===== src/rtl/read_b_in_pkg.sv =====
// read_b_in_pkg: shared helpers for the N-bank input reader.
// Width derivations, default parameter values and flattened-bus slice
// helpers used by read_b_in_nbank and freespace_credit_ctr.
// Optional feature macro (consumed by the other files): READ_B_IN_IDLE_FLUSH_EN.
package read_b_in_pkg;

  // Default configuration of the reader.
  localparam int DEFAULT_NUM_BANKS             = 2;
  localparam int DEFAULT_PAYLOAD_BITS          = 64;
  localparam int DEFAULT_NUM_ADDR_BITS         = 7;
  localparam int DEFAULT_FREESPACE_UPDATE_SIZE = 64;
  localparam int DEFAULT_IDLE_TIMEOUT          = 256;

  // Smallest r with 2**r >= value (0 for value <= 1).
  function automatic int clog2(input int value);
    int result;
    result = 0;
    for (int i = 0; i < 31; i++) begin
      if ((1 << i) < value) result = i + 1;
    end
    return result;
  endfunction

  // Per-bank address width: the buffer address space is split evenly.
  function automatic int bank_addr_width(input int num_addr_bits, input int num_banks);
    return num_addr_bits - clog2(num_banks);
  endfunction

  // Width of the round-robin bank pointer.
  function automatic int bank_ptr_width(input int num_banks);
    return (num_banks > 1) ? clog2(num_banks) : 1;
  endfunction

  // Width able to hold a full credit block count.
  function automatic int credit_cnt_width(input int freespace_update_size);
    return clog2(freespace_update_size + 1);
  endfunction

  // Width of the idle cycle counter (counts 0 .. timeout-1).
  function automatic int idle_cnt_width(input int idle_timeout);
    return (idle_timeout > 1) ? clog2(idle_timeout) : 1;
  endfunction

  // LSB of bank k's word inside the flattened read-data bus.
  function automatic int word_lsb(input int bank, input int payload_bits);
    return bank * (payload_bits + 1);
  endfunction

  // LSB of bank k's address inside the flattened address bus.
  function automatic int addr_lsb(input int bank, input int bank_addr_bits);
    return bank * bank_addr_bits;
  endfunction

endpackage


===== src/rtl/freespace_credit_ctr.sv =====
// freespace_credit_ctr: counts consumed words and returns credits upstream.
// Emits a one-cycle registered pulse carrying FREESPACE_UPDATE_SIZE credits
// after each full block. With READ_B_IN_IDLE_FLUSH_EN defined, a partial
// block is also flushed after IDLE_TIMEOUT idle cycles.
module freespace_credit_ctr
  import read_b_in_pkg::*;
#(
`ifdef READ_B_IN_IDLE_FLUSH_EN
  parameter int IDLE_TIMEOUT          = DEFAULT_IDLE_TIMEOUT,
`endif
  parameter int FREESPACE_UPDATE_SIZE = DEFAULT_FREESPACE_UPDATE_SIZE,
  localparam int CNT_W                = credit_cnt_width(FREESPACE_UPDATE_SIZE)
) (
  input  logic             clk,
  input  logic             reset_n,
  input  logic             i_pop,
  input  logic             i_clear,
  output logic             o_freespace_update,
  output logic [CNT_W-1:0] o_freespace_cnt
);

  localparam logic [CNT_W-1:0] FULL_CNT = CNT_W'(FREESPACE_UPDATE_SIZE);
  localparam logic [CNT_W-1:0] LAST_CNT = CNT_W'(FREESPACE_UPDATE_SIZE - 1);

  logic [CNT_W-1:0] r_consumed;
  logic             r_freespace_update;
  logic [CNT_W-1:0] r_freespace_cnt;
  logic             w_block_done;

  assign w_block_done       = i_pop && (r_consumed == LAST_CNT);
  assign o_freespace_update = r_freespace_update;
  assign o_freespace_cnt    = r_freespace_cnt;

`ifdef READ_B_IN_IDLE_FLUSH_EN
  localparam int IDLE_W = idle_cnt_width(IDLE_TIMEOUT);
  localparam logic [IDLE_W-1:0] IDLE_LAST = IDLE_W'(IDLE_TIMEOUT - 1);

  logic [IDLE_W-1:0] r_idle_cnt;
  logic              w_timeout;

  // A pop in the timeout cycle wins, so the flush requires no pop.
  assign w_timeout = !i_pop && (r_consumed != '0) && (r_idle_cnt == IDLE_LAST);

  // Count idle cycles only while a partial block is outstanding.
  always_ff @(posedge clk or negedge reset_n) begin
    if (!reset_n) begin
      r_idle_cnt <= '0;
    end else if (i_clear || i_pop || (r_consumed == '0) || w_timeout) begin
      r_idle_cnt <= '0;
    end else begin
      r_idle_cnt <= r_idle_cnt + 1'b1;
    end
  end
`endif

  // Track consumed words and register the credit pulse and its count.
  always_ff @(posedge clk or negedge reset_n) begin
    if (!reset_n) begin
      r_consumed         <= '0;
      r_freespace_update <= 1'b0;
      r_freespace_cnt    <= '0;
    end else if (i_clear) begin
      r_consumed         <= '0;
      r_freespace_update <= 1'b0;
      r_freespace_cnt    <= '0;
    end else begin
      r_freespace_update <= 1'b0;
      r_freespace_cnt    <= '0;
      if (i_pop) begin
        if (w_block_done) begin
          r_consumed         <= '0;
          r_freespace_update <= 1'b1;
          r_freespace_cnt    <= FULL_CNT;
        end else begin
          r_consumed <= r_consumed + 1'b1;
        end
      end
`ifdef READ_B_IN_IDLE_FLUSH_EN
      else if (w_timeout) begin
        r_consumed         <= '0;
        r_freespace_update <= 1'b1;
        r_freespace_cnt    <= r_consumed;
      end
`endif
    end
  end

endmodule


===== src/rtl/read_b_in_nbank.sv =====
// read_b_in_nbank: drains NUM_BANKS interleaved input BRAM banks in strict
// round-robin order, presenting one word per pop to the user stream and
// invalidating each consumed word through web. Credits are returned by
// freespace_credit_ctr. Optional idle flush: READ_B_IN_IDLE_FLUSH_EN.
module read_b_in_nbank
  import read_b_in_pkg::*;
#(
  parameter int NUM_BANKS             = DEFAULT_NUM_BANKS,
  parameter int PAYLOAD_BITS          = DEFAULT_PAYLOAD_BITS,
  parameter int NUM_ADDR_BITS         = DEFAULT_NUM_ADDR_BITS,
  parameter int FREESPACE_UPDATE_SIZE = DEFAULT_FREESPACE_UPDATE_SIZE,
  parameter int IDLE_TIMEOUT          = DEFAULT_IDLE_TIMEOUT,
  localparam int BA                   = bank_addr_width(NUM_ADDR_BITS, NUM_BANKS),
  localparam int PTR_W                = bank_ptr_width(NUM_BANKS),
  localparam int CNT_W                = credit_cnt_width(FREESPACE_UPDATE_SIZE),
  localparam int WORD_W               = PAYLOAD_BITS + 1
) (
  input  logic                        clk,
  input  logic                        reset_n,
  input  logic                        clear,
  input  logic                        ap_start,
  input  logic                        ack_user2b_in,
  input  logic [NUM_BANKS*WORD_W-1:0] doutb_flat,
  output logic [NUM_BANKS*BA-1:0]     addrb_flat,
  output logic [NUM_BANKS-1:0]        web,
  output logic [PAYLOAD_BITS-1:0]     dout_leaf_interface2user,
  output logic                        vld_bram_in2user,
  output logic                        freespace_update,
  output logic [CNT_W-1:0]            freespace_cnt
);

  // Reject configurations the round-robin scheme cannot support.
  if ((NUM_BANKS < 2) || ((1 << clog2(NUM_BANKS)) != NUM_BANKS)) begin : g_bad_banks
    $error("read_b_in_nbank: NUM_BANKS must be a power of 2, at least 2");
  end
  if ((FREESPACE_UPDATE_SIZE < 1) || (IDLE_TIMEOUT < 2) || (BA < 1)) begin : g_bad_cfg
    $error("read_b_in_nbank: illegal credit, timeout or address configuration");
  end

  logic [PTR_W-1:0]  r_bank_ptr;
  logic [BA-1:0]     r_addr [NUM_BANKS];
  logic [WORD_W-1:0] w_word;
  logic              w_pop;

  // Select the BRAM word of the bank currently being presented.
  always_comb begin
    w_word = '0;
    for (int k = 0; k < NUM_BANKS; k++) begin
      if (r_bank_ptr == PTR_W'(k)) begin
        w_word = doutb_flat[word_lsb(k, PAYLOAD_BITS) +: WORD_W];
      end
    end
  end

  assign dout_leaf_interface2user = w_word[PAYLOAD_BITS-1:0];
  assign vld_bram_in2user         = w_word[PAYLOAD_BITS] & ap_start;
  assign w_pop                    = vld_bram_in2user & ack_user2b_in;

  // Invalidate the consumed word; clear suppresses the write.
  always_comb begin
    web = '0;
    if (w_pop && !clear) begin
      web[r_bank_ptr] = 1'b1;
    end
  end

  // Advance the round-robin bank pointer on every pop.
  always_ff @(posedge clk or negedge reset_n) begin
    if (!reset_n) begin
      r_bank_ptr <= '0;
    end else if (clear) begin
      r_bank_ptr <= '0;
    end else if (w_pop) begin
      r_bank_ptr <= r_bank_ptr + 1'b1;
    end
  end

  // Step the popped bank's read address, wrapping within the bank.
  always_ff @(posedge clk or negedge reset_n) begin
    if (!reset_n) begin
      for (int k = 0; k < NUM_BANKS; k++) r_addr[k] <= '0;
    end else if (clear) begin
      for (int k = 0; k < NUM_BANKS; k++) r_addr[k] <= '0;
    end else if (w_pop) begin
      r_addr[r_bank_ptr] <= r_addr[r_bank_ptr] + 1'b1;
    end
  end

  for (genvar g = 0; g < NUM_BANKS; g++) begin : g_addr_flat
    assign addrb_flat[addr_lsb(g, BA) +: BA] = r_addr[g];
  end

  freespace_credit_ctr #(
`ifdef READ_B_IN_IDLE_FLUSH_EN
    .IDLE_TIMEOUT         (IDLE_TIMEOUT),
`endif
    .FREESPACE_UPDATE_SIZE(FREESPACE_UPDATE_SIZE)
  ) u_credit (
    .clk               (clk),
    .reset_n           (reset_n),
    .i_pop             (w_pop),
    .i_clear           (clear),
    .o_freespace_update(freespace_update),
    .o_freespace_cnt   (freespace_cnt)
  );

endmodule


===== config.mk =====
export PLATFORM = sky130hd
export DESIGN_NAME = read_b_in_nbank
export DESIGN_NICKNAME = d
export VERILOG_FILES = /design/src/rtl/read_b_in_pkg.sv /design/src/rtl/freespace_credit_ctr.sv /design/src/rtl/read_b_in_nbank.sv
export SDC_FILE = /design/constraint.sdc
export NUM_CORES = 1
export LEC_CHECK = 0
export ABC_CLOCK_PERIOD_IN_PS = 2660
export BUFFER_PORTS_ARGS = -buffer_cell sky130_fd_sc_hd__buf_4
export CORE_AREA = 2 2 85 87
export DETAILED_ROUTE_END_ITERATION = 16
export DIE_AREA = 0 0 87 89
export PLACE_DENSITY = 0.7
export RECOVER_POWER = 100
export SYNTH_ARGS = -nofsm -noshare
export SYNTH_HDL_FRONTEND = slang
export SYNTH_SLANG_ARGS = --single-unit

===== constraint.sdc =====
create_clock -name clk -period 2.66 [get_ports clk]
set_input_delay 0 -clock clk [delete_from_list [all_inputs] [get_ports clk]]
set_output_delay 0 -clock clk [all_outputs]
set_load 0.02 [all_outputs]

# == Yosys cells after proc, flatten, opt, wreduce, memory -nomap -nowiden ==
# Index checks and enable logic that the tools add are counted.
# totals
reg_bits,28
word_cells,46
# classes
mux,23
n_addsub,3
bitwise_logic,3
magnitude_cmp,4
eq_ne,1
n_reduce_logical,6
# op_table
op,count
$mux 65,1
$mux 7,6
$mux 12,2
$mux 6,4
$bwmux 12,1
$add 7x1->7 const B,1
$eq 7x6->1 const B,1
$add 6x1->6 const B,1
$demux 6 s1,1
$mux 1,6
$logic_and 1x1->1,4
$and 1x1->1,2
$ge 2x2->1 const B,1
$lt 1x2->1 const B,1
$lt 2x1->1 const B,1
$mux 2,1
$not 1->2,1
$reduce_bool 2->1,1
$add 1x1->1 const B,1
$demux 1 s1,1
$ge 1x1->1 const B,1
$logic_not 1->1,1

# == Logic depth before layout (Yosys ltp) ==
# logic_depth
word_depth,8
mapped_depth,7
ltp_nobuf,5

# == By module ==
# A second synthesis with hierarchy kept.
# unflattened
cells_unflattened,190
hier_area_um2,1961.9
# by_module_without_submodules
module,area_per_inst_um2,n_inst,cells_each
read_b_in_nbank,1516.5,1,146
freespace_credit_ctr,445.4,1,44

# == Worst setup path before layout ==
# OpenSTA, ideal clock, no wires.
# synth_timing
kind,register -> register
from,reg r_bank_ptr
to,reg r_addr (netlist bit addrb_flat[2])
setup_time_ps,78
stages_incl_launch_ff,8
t_required_ps,2582
synth_period_minus_slack_ps,1636
arrival_ps,1558
setup_slack_ps,1024
cell_sequence,dfrtp_1 buf_6 buf_2 mux2_2 ha_1 inv_1 or3_1 a21oi_1
# synth_via
elab_chain_len,8
word_cells_on_any_way,17
cone_classes,add/sub (1); order compare (2); mux (9); bitwise (3); reduce/logical (2)
# synth_rtl
item,line_no,rtl
"start, declared",read_b_in_nbank.sv:40,logic [PTR_W-1:0] r_bank_ptr;
"start signal, assigned",read_b_in_nbank.sv:74,r_bank_ptr <= r_bank_ptr + 1'b1;
$not 1->2 (not written as such),read_b_in_nbank.sv:85,r_addr[r_bank_ptr] <= r_addr[r_bank_ptr] + 1'b1;
"$mux 6 (not written as such), or another cell as far along",read_b_in_nbank.sv:85,
$mux 6 (not written as such) or $logic_and 1x1->1 (tied branches),read_b_in_nbank.sv:85,
$mux 6 (not written as such),read_b_in_nbank.sv:85,
$add 6x1->6 or $demux 6 s1 (tied branches),read_b_in_nbank.sv:85,
$bwmux 12,read_b_in_nbank.sv:85,
$mux 12,read_b_in_nbank.sv:84,end else if (w_pop) begin
$mux 12,read_b_in_nbank.sv:82,end else if (clear) begin
"end signal, assigned by index",read_b_in_nbank.sv:85,
"end, declared",read_b_in_nbank.sv:41,logic [BA-1:0] r_addr [NUM_BANKS];
# Several ways; a longest one is shown, not always the timed one. The select of a mux whose other input is x is not followed.
# A chain may end at the register's enable or synchronous reset.

# == Final worst setup path ==
# layout_timing
from,reg r_bank_ptr
to,reg r_addr (netlist bit addrb_flat[5])
# Same word-level chain as after synthesis.

==> impl_metrics.tcl <==
set metrics [dict create \
    status "completed" \
    reg2regPathDepth 4 \
    grt_max_degree 39 \
    cts_tree "yes" \
    skew_ns 0.00248 \
    worstHoldStart "clear" \
    ant_nets 0 \
    final_cell_mix "138 x buf_4, 78 x clkbuf_1, 63 x mux2_2, 21 x dfrtp_1, 11 x nor2_1" \
    design.core.area_um2 6720 \
    hpwlAfterDp_um 7910 \
    whs_ns 0.106 \
    cp_max_fo 38 \
    synthArstFlopShare 1.00 \
    power_leakage_nw 1.51 \
    io_pins 222 \
    crit_required_ns 2.81 \
    via_count 2356 \
    area_growth_pct 70.9 \
    die_w_um 87 \
    period_share 0.812 \
    num_rows 30 \
    syn_area_um2 1960 \
    maxCapViolCount 0 \
    worstSetupPathType "reg -> reg" \
    yosys_warnings 0 \
    path_clk_slew_ns 0.07 \
    critical-path-max-stage-delay_ns 0.54 \
    rsz0062_at_grt "false" \
    insertion_delay_ns 0.26 \
    wire_per_inst_um 19.1 \
    die_area_um2 7740 \
    track_usage 0.211 \
    tightest_slew_ns 1.17 \
    cts_buffers 3 \
    hold_violations 0 \
    final_layout_size_suffix_gt1_frac 0.520 \
    postLayoutCoreUtil 0.497 \
    worstSetupEndpointType "flop" \
    mostFrequentLayoutCell "buf_4" \
    cts_root_buffer "clkbuf_8" \
    critPathArrivalTime_ns 2.31 \
    drv_slew 0 \
    synth_ff_type "dfrtp_1" \
    yosys.cell_types.count 39 \
    clock_sinks 21 \
    startpoint_type "flop" \
    io_buffers 215 \
    overflow 0 \
    num_antenna_cells 0 \
    routed_wl_um 9230 \
    die_h_um 89 \
    ys_seq_elements 21 \
    setup_tns_ns 0 \
    slew_headroom 0.223 \
    syn_inst 196 \
    grt_pass1_wl_um 12300 \
    vias_per_cell 4.87 \
    fin_nets 542 \
    dr.first_iter.drc_count 99 \
    htree_levels 1 \
    powerDensity_nw_per_um2 303 \
    antenna_found_initial 2 \
    synth_edf_count 0 \
    cts_hold_buf 1 \
    placed_area_um2 3590 \
    route.detailed.drc 0 \
    initial_core_util 0.291 \
    min_period_ns 2.16 \
    yosysSeqAreaShare 0.269 \
    fmax_mhz 463 \
    design_area_um2 3340 \
    gp_congestion 0.870 \
    grt_pass1_vias 2305 \
    fill_cells 711 \
    ir_worst_vdd_mv 0.164 \
    hold_path_depth 2 \
    post_cts_buffers 0 \
    r2r_slack_ns 0.50 \
    cts_buffer_depth 2 \
    power_mw 1.01 \
    r2r-start "r_bank_ptr" \
    dr.pass1.iters 4 \
    setup_viol 0 \
    min_to "addrb_flat[6]" \
    rr_endpoint "addrb_flat[5]" \
    hp-class "in -> reg" \
    worstPathCellList "clkbuf_2 > nand4b_1 > a211oi_1 > mux2_1" \
    synth.avg_cell_area_um2 9.98 \
    critPathSlowestCell "clkbuf_2" \
    post_cts_resized 0 \
]
state kept, by name (all words and copies together), names as in the netlist:
register	cells
u_credit.r_consumed	7
addrb_flat	12
r_bank_ptr	1
u_credit.o_freespace_cnt	1
routing by layer:
metal	track usage	part of all wire	vias to the layer above
met2	0.368	0.49	133
met1	0.224	0.35	1071
met5	0	0.0032	-
met4	0.0412	0.011	4
li1	-	-	1136
met3	0.118	0.15	12
worst max path at each step:
| stage | start | endpoint | slack [ns] | cells after the start |
|---|---|---|---|---|
| finish | r_bank_ptr | addrb_flat[5] | 0.50 | 4 |
| floorplan | r_bank_ptr | addrb_flat[2] | 1.02 | 7 |
| CTS | r_bank_ptr | vld_bram_in2user | 0.86 | 4 |
| detailed placement | r_bank_ptr | addrb_flat[5] | 0.88 | 4 |
| global route | r_bank_ptr | addrb_flat[5] | 0.37 | 4 |
| global placement | r_bank_ptr | u_credit.r_consumed[2] | 0.91 | 4 |
metrics by stage:
step           std cells  setup slack [ns]
2_1_floorplan        201              1.02
5_1_grt              484             0.375
3_5_place_dp         479             0.882
6_report             484             0.500
3_3_place_gp         479             0.915
4_1_cts              484             0.862
kinds of logic after synthesis:
family / share of synthesized area
adder cells (fa/ha/maj): 0.0128
XOR/XNOR: 0.00896
flip-flops: 0.269
buffers and inverters: 0.0691
other: 0.00192
multiplexers: 0.415
AO/OA/AOI/OAI: 0.102
AND/OR/NAND/NOR: 0.122
report_power, final:
part	switching (mW)	internal, mW	total, mW
sequential	0.00509	0.323	0.328
clock	0.105	0.107	0.212
combinational	0.238	0.235	0.472
total	0.348	0.664	1.01
critical path: cells and delay by family, from the launching register on:
family	cells	cell delay, ns
buffers and inverters	1	0.54
multiplexers	1	0.35
flip-flops	1	0.45
AND/OR/NAND/NOR	1	0.40
AO/OA/AOI/OAI	1	0.30
Yosys cell counts, types with 2 or more instances:
| cell type | n | area share |
|---|---|---|
| nand4b_1 | 2 | 0.0090 |
| clkbuf_1 | 2 | 0.0038 |
| nor2b_1 | 2 | 0.0064 |
| a211oi_1 | 2 | 0.0077 |
| mux2i_1 | 2 | 0.010 |
| mux2_2 | 67 | 0.39 |
| nor2_1 | 11 | 0.021 |
| dfrtp_1 | 21 | 0.27 |
| a311oi_1 | 2 | 0.0090 |
| mux2_1 | 2 | 0.012 |
| inv_1 | 5 | 0.0096 |
| ha_1 | 2 | 0.013 |
| a31o_2 | 2 | 0.0090 |
| or4_1 | 2 | 0.0077 |
| or3_1 | 6 | 0.019 |
| nand3_1 | 6 | 0.015 |
| and2_1 | 2 | 0.0064 |
| o21ai_0 | 9 | 0.023 |
| nand2_1 | 5 | 0.0096 |
| xor2_1 | 2 | 0.0090 |
| buf_4 | 7 | 0.027 |
| a21oi_1 | 9 | 0.023 |
| buf_2 | 9 | 0.023 |
| nand4_1 | 2 | 0.0064 |
cell type report:
cell class | count | area [um^2] | area share
flip-flops and latches | 21 | 526 | 0.157
multi-input cells | 156 | 1310 | 0.391
clock buffers | 4 | 45.0 | 0.0135
well taps | 80 | 100 | 0.0300
inverters | 5 | 18.8 | 0.00562
repair buffers | 218 | 1350 | 0.402
(Power assumes the default switching activity.)
